## src/rtl/sad_pkg.sv

```systemverilog
// Shared widths and default parameters for the SAD accumulation pipeline.
package sad_pkg;

  localparam int DEF_WIDTH  = 8;
  localparam int DEF_INPUTS = 4;
  localparam int DEF_ROWS   = 4;
  localparam int DEF_CAND   = 8;

  function automatic int sad_width(input int width, input int inputs, input int rows);
    return width + $clog2(inputs * rows);
  endfunction

  function automatic int idx_width(input int cand);
    return (cand > 1) ? $clog2(cand) : 1;
  endfunction

  function automatic int sum_width(input int width, input int inputs);
    return width + $clog2(inputs);
  endfunction

endpackage

```

## src/rtl/abs_diff_tree.sv

```systemverilog
// Two registered stages: per-lane absolute differences, then their lane sum.
module abs_diff_tree
  import sad_pkg::*;
#(
  parameter int WIDTH  = DEF_WIDTH,
  parameter int INPUTS = DEF_INPUTS,
  localparam int SUMW  = sum_width(WIDTH, INPUTS)
) (
  input  logic                    clk,
  input  logic                    rst_n,
  input  logic                    clear,
  input  logic                    en,
  input  logic                    in_valid,
  input  logic [WIDTH*INPUTS-1:0] a,
  input  logic [WIDTH*INPUTS-1:0] b,
  output logic                    sum_valid,
  output logic [SUMW-1:0]         sum
);

  logic [INPUTS-1:0][WIDTH-1:0] diff_d;
  logic [INPUTS-1:0][WIDTH-1:0] diff_q;
  logic                         diff_valid;
  logic [SUMW-1:0]              sum_d;

  always_comb begin
    for (int i = 0; i < INPUTS; i++) begin
      diff_d[i] = (a[i*WIDTH +: WIDTH] > b[i*WIDTH +: WIDTH])
                ? a[i*WIDTH +: WIDTH] - b[i*WIDTH +: WIDTH]
                : b[i*WIDTH +: WIDTH] - a[i*WIDTH +: WIDTH];
    end
  end

  always_comb begin
    // NOTE: default assigned before the loop so sum_d is driven on every path and no latch is inferred.
    sum_d = '0;
    for (int i = 0; i < INPUTS; i++) begin
      sum_d = sum_d + SUMW'(diff_q[i]);
    end
  end

  // NOTE: non-blocking assignments so each stage captures the previous stage's pre-edge value.
  always_ff @(posedge clk or negedge rst_n) begin
    if (!rst_n) begin
      diff_valid <= 1'b0;
      diff_q     <= '0;
      sum_valid  <= 1'b0;
      sum        <= '0;
    end else if (clear) begin
      diff_valid <= 1'b0;
      sum_valid  <= 1'b0;
    end else if (en) begin
      diff_valid <= in_valid;
      diff_q     <= diff_d;
      sum_valid  <= diff_valid;
      sum        <= sum_d;
    end
  end

endmodule

```

## src/rtl/sad_accum_pipe.sv

```systemverilog
// Block SAD pipeline: lane diff/sum tree, per-block accumulator, result register
// with candidate index and running minimum across a search.
module sad_accum_pipe
  import sad_pkg::*;
#(
  parameter int WIDTH  = DEF_WIDTH,
  parameter int INPUTS = DEF_INPUTS,
  parameter int ROWS   = DEF_ROWS,
  parameter int CAND   = DEF_CAND,
  localparam int SW    = sad_width(WIDTH, INPUTS, ROWS),
  localparam int IW    = idx_width(CAND)
) (
  input  logic                    clk,
  input  logic                    rst_n,
  input  logic                    clear,
  input  logic                    in_valid,
  output logic                    in_ready,
  input  logic [WIDTH*INPUTS-1:0] a,
  input  logic [WIDTH*INPUTS-1:0] b,
  output logic                    out_valid,
  input  logic                    out_ready,
  output logic [SW-1:0]           sad,
  output logic [IW-1:0]           idx,
  output logic                    out_last,
  output logic [SW-1:0]           best_sad,
  output logic [IW-1:0]           best_idx
);

  localparam int SUMW = sum_width(WIDTH, INPUTS);
  localparam int BW   = (ROWS > 1) ? $clog2(ROWS) : 1;
  localparam logic [BW-1:0] LAST_BEAT = BW'(ROWS - 1);
  localparam logic [IW-1:0] LAST_CAND = IW'(CAND - 1);

  logic            stall;
  logic            en;
  logic            sum_valid;
  logic [SUMW-1:0] sum;
  logic [BW-1:0]   beat_cnt;
  logic [SW-1:0]   acc;
  logic            acc_done;
  logic [IW-1:0]   cand_cnt;
  logic            have_min;
  logic            take_min;
  logic            cand_last;

  assign stall    = out_valid & ~out_ready;
  assign en       = ~stall;
  assign in_ready = en;

  abs_diff_tree #(
    .WIDTH  (WIDTH),
    .INPUTS (INPUTS)
  ) u_tree (
    .clk       (clk),
    .rst_n     (rst_n),
    .clear     (clear),
    .en        (en),
    .in_valid  (in_valid),
    .a         (a),
    .b         (b),
    .sum_valid (sum_valid),
    .sum       (sum)
  );

  // First beat of a block loads the accumulator so no explicit zeroing cycle is needed.
  always_ff @(posedge clk or negedge rst_n) begin
    if (!rst_n) begin
      beat_cnt <= '0;
      acc      <= '0;
      acc_done <= 1'b0;
    end else if (clear) begin
      beat_cnt <= '0;
      acc_done <= 1'b0;
    end else if (en) begin
      acc_done <= 1'b0;
      if (sum_valid) begin
        acc <= (beat_cnt == '0) ? SW'(sum) : acc + SW'(sum);
        if (beat_cnt == LAST_BEAT) begin
          beat_cnt <= '0;
          acc_done <= 1'b1;
        end else begin
          beat_cnt <= beat_cnt + BW'(1);
        end
      end
    end
  end

  // Strict less-than keeps the lower index on ties; have_min=0 means the next candidate loads.
  assign take_min  = ~have_min | (acc < best_sad);
  assign cand_last = (cand_cnt == LAST_CAND);

  always_ff @(posedge clk or negedge rst_n) begin
    if (!rst_n) begin
      out_valid <= 1'b0;
      sad       <= '0;
      idx       <= '0;
      out_last  <= 1'b0;
      best_sad  <= '0;
      best_idx  <= '0;
      cand_cnt  <= '0;
      have_min  <= 1'b0;
    end else if (clear) begin
      out_valid <= 1'b0;
      cand_cnt  <= '0;
      have_min  <= 1'b0;
    end else if (en) begin
      out_valid <= acc_done;
      if (acc_done) begin
        sad      <= acc;
        idx      <= cand_cnt;
        out_last <= cand_last;
        if (take_min) begin
          best_sad <= acc;
          best_idx <= cand_cnt;
        end
        have_min <= ~cand_last;
        cand_cnt <= cand_last ? '0 : cand_cnt + IW'(1);
      end
    end
  end

endmodule

```

## config.mk

```make
export PLATFORM = sky130hd
export DESIGN_NAME = sad_accum_pipe
export DESIGN_NICKNAME = d
export VERILOG_FILES = /design/src/rtl/sad_pkg.sv /design/src/rtl/abs_diff_tree.sv /design/src/rtl/sad_accum_pipe.sv
export SDC_FILE = /design/constraint.sdc
export NUM_CORES = 1
export LEC_CHECK = 0
export ABC_CLOCK_PERIOD_IN_PS = 3800
export CORE_UTILIZATION = 35
export CTS_CLUSTER_SIZE = 20
export DETAILED_ROUTE_END_ITERATION = 10
export SYNTH_ARGS = -nofsm -noshare
export SYNTH_HDL_FRONTEND = slang
export SYNTH_SLANG_ARGS = --single-unit
export TNS_END_PERCENT = 30
```

## constraint.sdc

```tcl
create_clock -name clk -period 3.8 [get_ports clk]
set_input_delay 0.38 -clock clk [delete_from_list [all_inputs] [get_ports clk]]
set_output_delay 0.38 -clock clk [all_outputs]
set_load 0.02 [all_outputs]
```

==> impl_metrics.tcl <==
set metrics [dict create \
    synth_seq_cells 95 \
    syn_area_sq_um 7750 \
    die_y_um 150.8 \
    endpoint_kind "flip-flop" \
    crit_family "adder cells" \
    cts_max_path_buffers 2 \
    ant_nets 0 \
    cp_num_buf_inv 2 \
    htreeDepth 3 \
    power_density_nw_per_um2 489.3 \
    grt_pass1_vias 5781 \
    hpwlAfterDp_um 12070 \
    synth_nets 1039 \
    worstSetupStartpointType "flip-flop" \
    vias 5875 \
    synthTopCellsByArea "dfrtp_1, ha_1, inv_1, fa_1, o21ai_0" \
    port_buffers 101 \
    antenna_found_initial 0 \
    grt.overflow.total 0 \
    dieArea_sq_um 22740 \
    leakagePower_nw 4.606 \
    status "completed" \
    fin_nets 1126 \
    syn_to_final_growth_pct 19.86 \
    synth_top_cell_area_share_pct 30.67 \
    peakVddDrop_uv 310.0 \
    ys.warnings.count 0 \
    wl_per_cell_um 12.42 \
    insertion_delay_ns 0.36 \
    period_minus_slack_ns 3.450 \
    cts_sinks 95 \
    drc_errors 0 \
    slew-limit-headroom_pct 33.41 \
    die_x_um 150.8 \
    grt_max_degree 71 \
    rsz0062_at_grt "no" \
    crit_required_ns 4.02 \
    drtIter0Drc 206 \
    num_rows 54 \
    drt_pass1_iterations 4 \
    clockRootBuffer "clkbuf_16" \
    cp_max_fo 4 \
    power.total_mw 4.545 \
    max_freq_mhz 289.9 \
    nFillCells 2191 \
    place_area_sq_um 9011 \
    grt_first_pass_wirelength_um 26140 \
    hold_class "in -> async" \
    path_clk_slew_ns 0.06 \
    tns_ns 0 \
    syn_inst 850 \
    final_max_slew_viol_count 0 \
    utilization_pct 42.70 \
    final_area_sq_um 9289 \
    wirelength_um 15170 \
    drive_above_1_share_pct 6.263 \
    hold_violations 0 \
    maxCapViolations 0 \
    cp_cell_sequence "ha_1 > inv_1 > fa_1 > nor2b_1 > o21ai_0 > nand2b_1 > a21o_1 > a21o_1 > xnor2_1 > fa_1 > inv_1 > ha_1 > a21o_1 > a31o_2 > a21oi_1 > xor2_1 > o21ai_0" \
    setup_viol 0 \
    synth-main-ff-cell "dfrtp_1" \
    crit_arrival_ns 3.67 \
    viasPerCell 4.808 \
    critPathKind "reg -> reg" \
    clock-skew-final_ns 0.009930 \
    worstMarginPinSlew_ns 0.9988 \
    place_congestion 0.8249 \
    synth_cell_type_count 51 \
    post_cts_buffers 0 \
    postSynthAreaPerCell_sq_um 9.118 \
    yosysTopAreaCell "dfrtp_1" \
    core_area_sq_um 21760 \
    timing.final.crit_share_pct 90.78 \
    post_cts_resized 0 \
    async_reset_ff_share_pct 100.0 \
    n_antenna_cell 0 \
    start_util_pct 35.62 \
    slowest_stage "fa_1" \
    slowest_delay_ns 0.49 \
    cts_tree "built" \
    synth_seq_area_share_pct 30.67 \
    cts_buffers 9 \
    synth_edf_count 0 \
    pin_count 102 \
    track_usage_pct 14.27 \
    holdBufCountCts 0 \
    crit_path_frequent_cell "a21o_1" \
]
-- cell usage in the layout (no fill, tap or decap), types with 9 or more instances in the layout --
cell type,synthesis,routed
a21o_1,37,37
a21oi_1,59,59
clkbuf_16,0,9
clkdlybuf4s50_1,0,100
dfrtp_1,95,95
fa_1,19,19
ha_1,101,101
inv_1,124,124
mux2_2,20,20
mux2_4,9,9
mux2i_1,30,30
nand2_1,76,76
nand2b_1,13,12
nand3_1,9,9
nor2_1,23,23
nor2b_1,15,15
o21ai_0,62,62
o21ai_1,10,10
xnor2_1,26,26
xor2_1,12,12
-- routing by layer --
metal  track usage, %  vias up  wire [um]
met4            4.350        0        219
li1                 -     3058          -
met3            2.560       19        469
met1            17.73     2712       7284
met5                0        -          0
met2            24.98       86       7201
-- cells by family after synthesis --
kind of cell             share of synthesized area [%]
AND/OR/NAND/NOR                                  9.267
XOR/XNOR                                         4.294
adder cells (fa/ha/maj)                          21.21
flip-flops                                       30.67
multiplexers                                     8.524
buffers and inverters                            7.927
AO/OA/AOI/OAI                                    18.10
-- where the power goes --
group	leakage (nW)	switching [mW]	internal, mW
combinational	3.25	1.22	1.11
clock	0.125	0.386	0.463
sequential	1.23	0.165	1.19
total	4.61	1.77	2.77
-- layout make-up --
type                       count  area, sq um  area share, %
multi-input combinational    599         4761          51.25
sequential                    95         2377          25.59
timing repair buffer         107         1054          11.34
inverter                     125        469.2          5.051
tap                          280        350.3          3.772
clock buffer                  12        246.5          2.654
clock inverter                 4        31.28         0.3367
-- through the flow --
step	setup slack [ns]	hold slack, ns	std cells
2_1_floorplan	0.5433	0.08441	850
3_3_place_gp	0.4005	0.4667	1206
3_5_place_dp	0.3442	0.4707	1206
4_1_cts	0.3192	0.1756	1222
5_1_grt	0.05973	0.2297	1222
6_report	0.3502	0.1519	1222
-- worst register-to-register path, stage by stage, from the launching register on --
cell and delay (ns):
dfrtp_1 0.38, ha_1 0.21, inv_1 0.07, fa_1 0.21
nor2b_1 0.06, o21ai_0 0.15, nand2b_1 0.11, a21o_1 0.19
a21o_1 0.19, xnor2_1 0.13, fa_1 0.49, inv_1 0.04
ha_1 0.34, a21o_1 0.17, a31o_2 0.20, a21oi_1 0.17
xor2_1 0.14, o21ai_0 0.08
-- cells in the mapped netlist, types with 2 or more instances --
master    number
o22ai_1        5
o31ai_1        2
mux2_2        20
ha_1         101
xnor2_1       26
a311o_1        2
o21a_1         8
o211ai_1       3
mux2_4         9
or2_2          2
nor2b_1       15
nand2b_1      13
nor2_1        23
a21o_1        37
dfrtp_1       95
nand2_1       76
o22a_1         3
o21ai_1       10
buf_2          7
mux2i_1       30
a31oi_1        5
clkbuf_1      21
o21ai_0       62
a211o_1        3
o21bai_1       4
fa_1          19
nand3_1        9
a21oi_1       59
a21oi_2        2
nor3_1         8
xor2_1        12
o32a_1         2
inv_1        124
o41ai_1        2
nand4_1        8
a211oi_1       8
-- state kept, by name, summed over array words and instances (netlist names) --
signal	flops
out_valid	1
cand_cnt	3
u_tree.sum	10
u_tree.diff_q	32
best_idx	3
have_min	1
idx	3
acc_done	1
u_tree.sum_valid	1
acc	12
u_tree.diff_valid	1
best_sad	12
out_last	1
sad	12
beat_cnt	2
-- worst paths after layout --
path,slack [ns],startpoint,endpoint,depth (start not counted)
worst max register to register,0.35,u_tree.diff_q[0],u_tree.sum[8],17
worst min-delay path,0.15,rst_n,idx[0],1
worst min register to register,0.48,u_tree.diff_q[18],u_tree.diff_q[18],2
max in group asynchronous,2.77,rst_n,u_tree.diff_q[5],2
worst max-delay path,0.35,u_tree.diff_q[0],u_tree.sum[8],17
min in group clk,0.48,u_tree.diff_q[18],u_tree.diff_q[18],2
No activity file was read; power rests on OpenSTA's default activity.
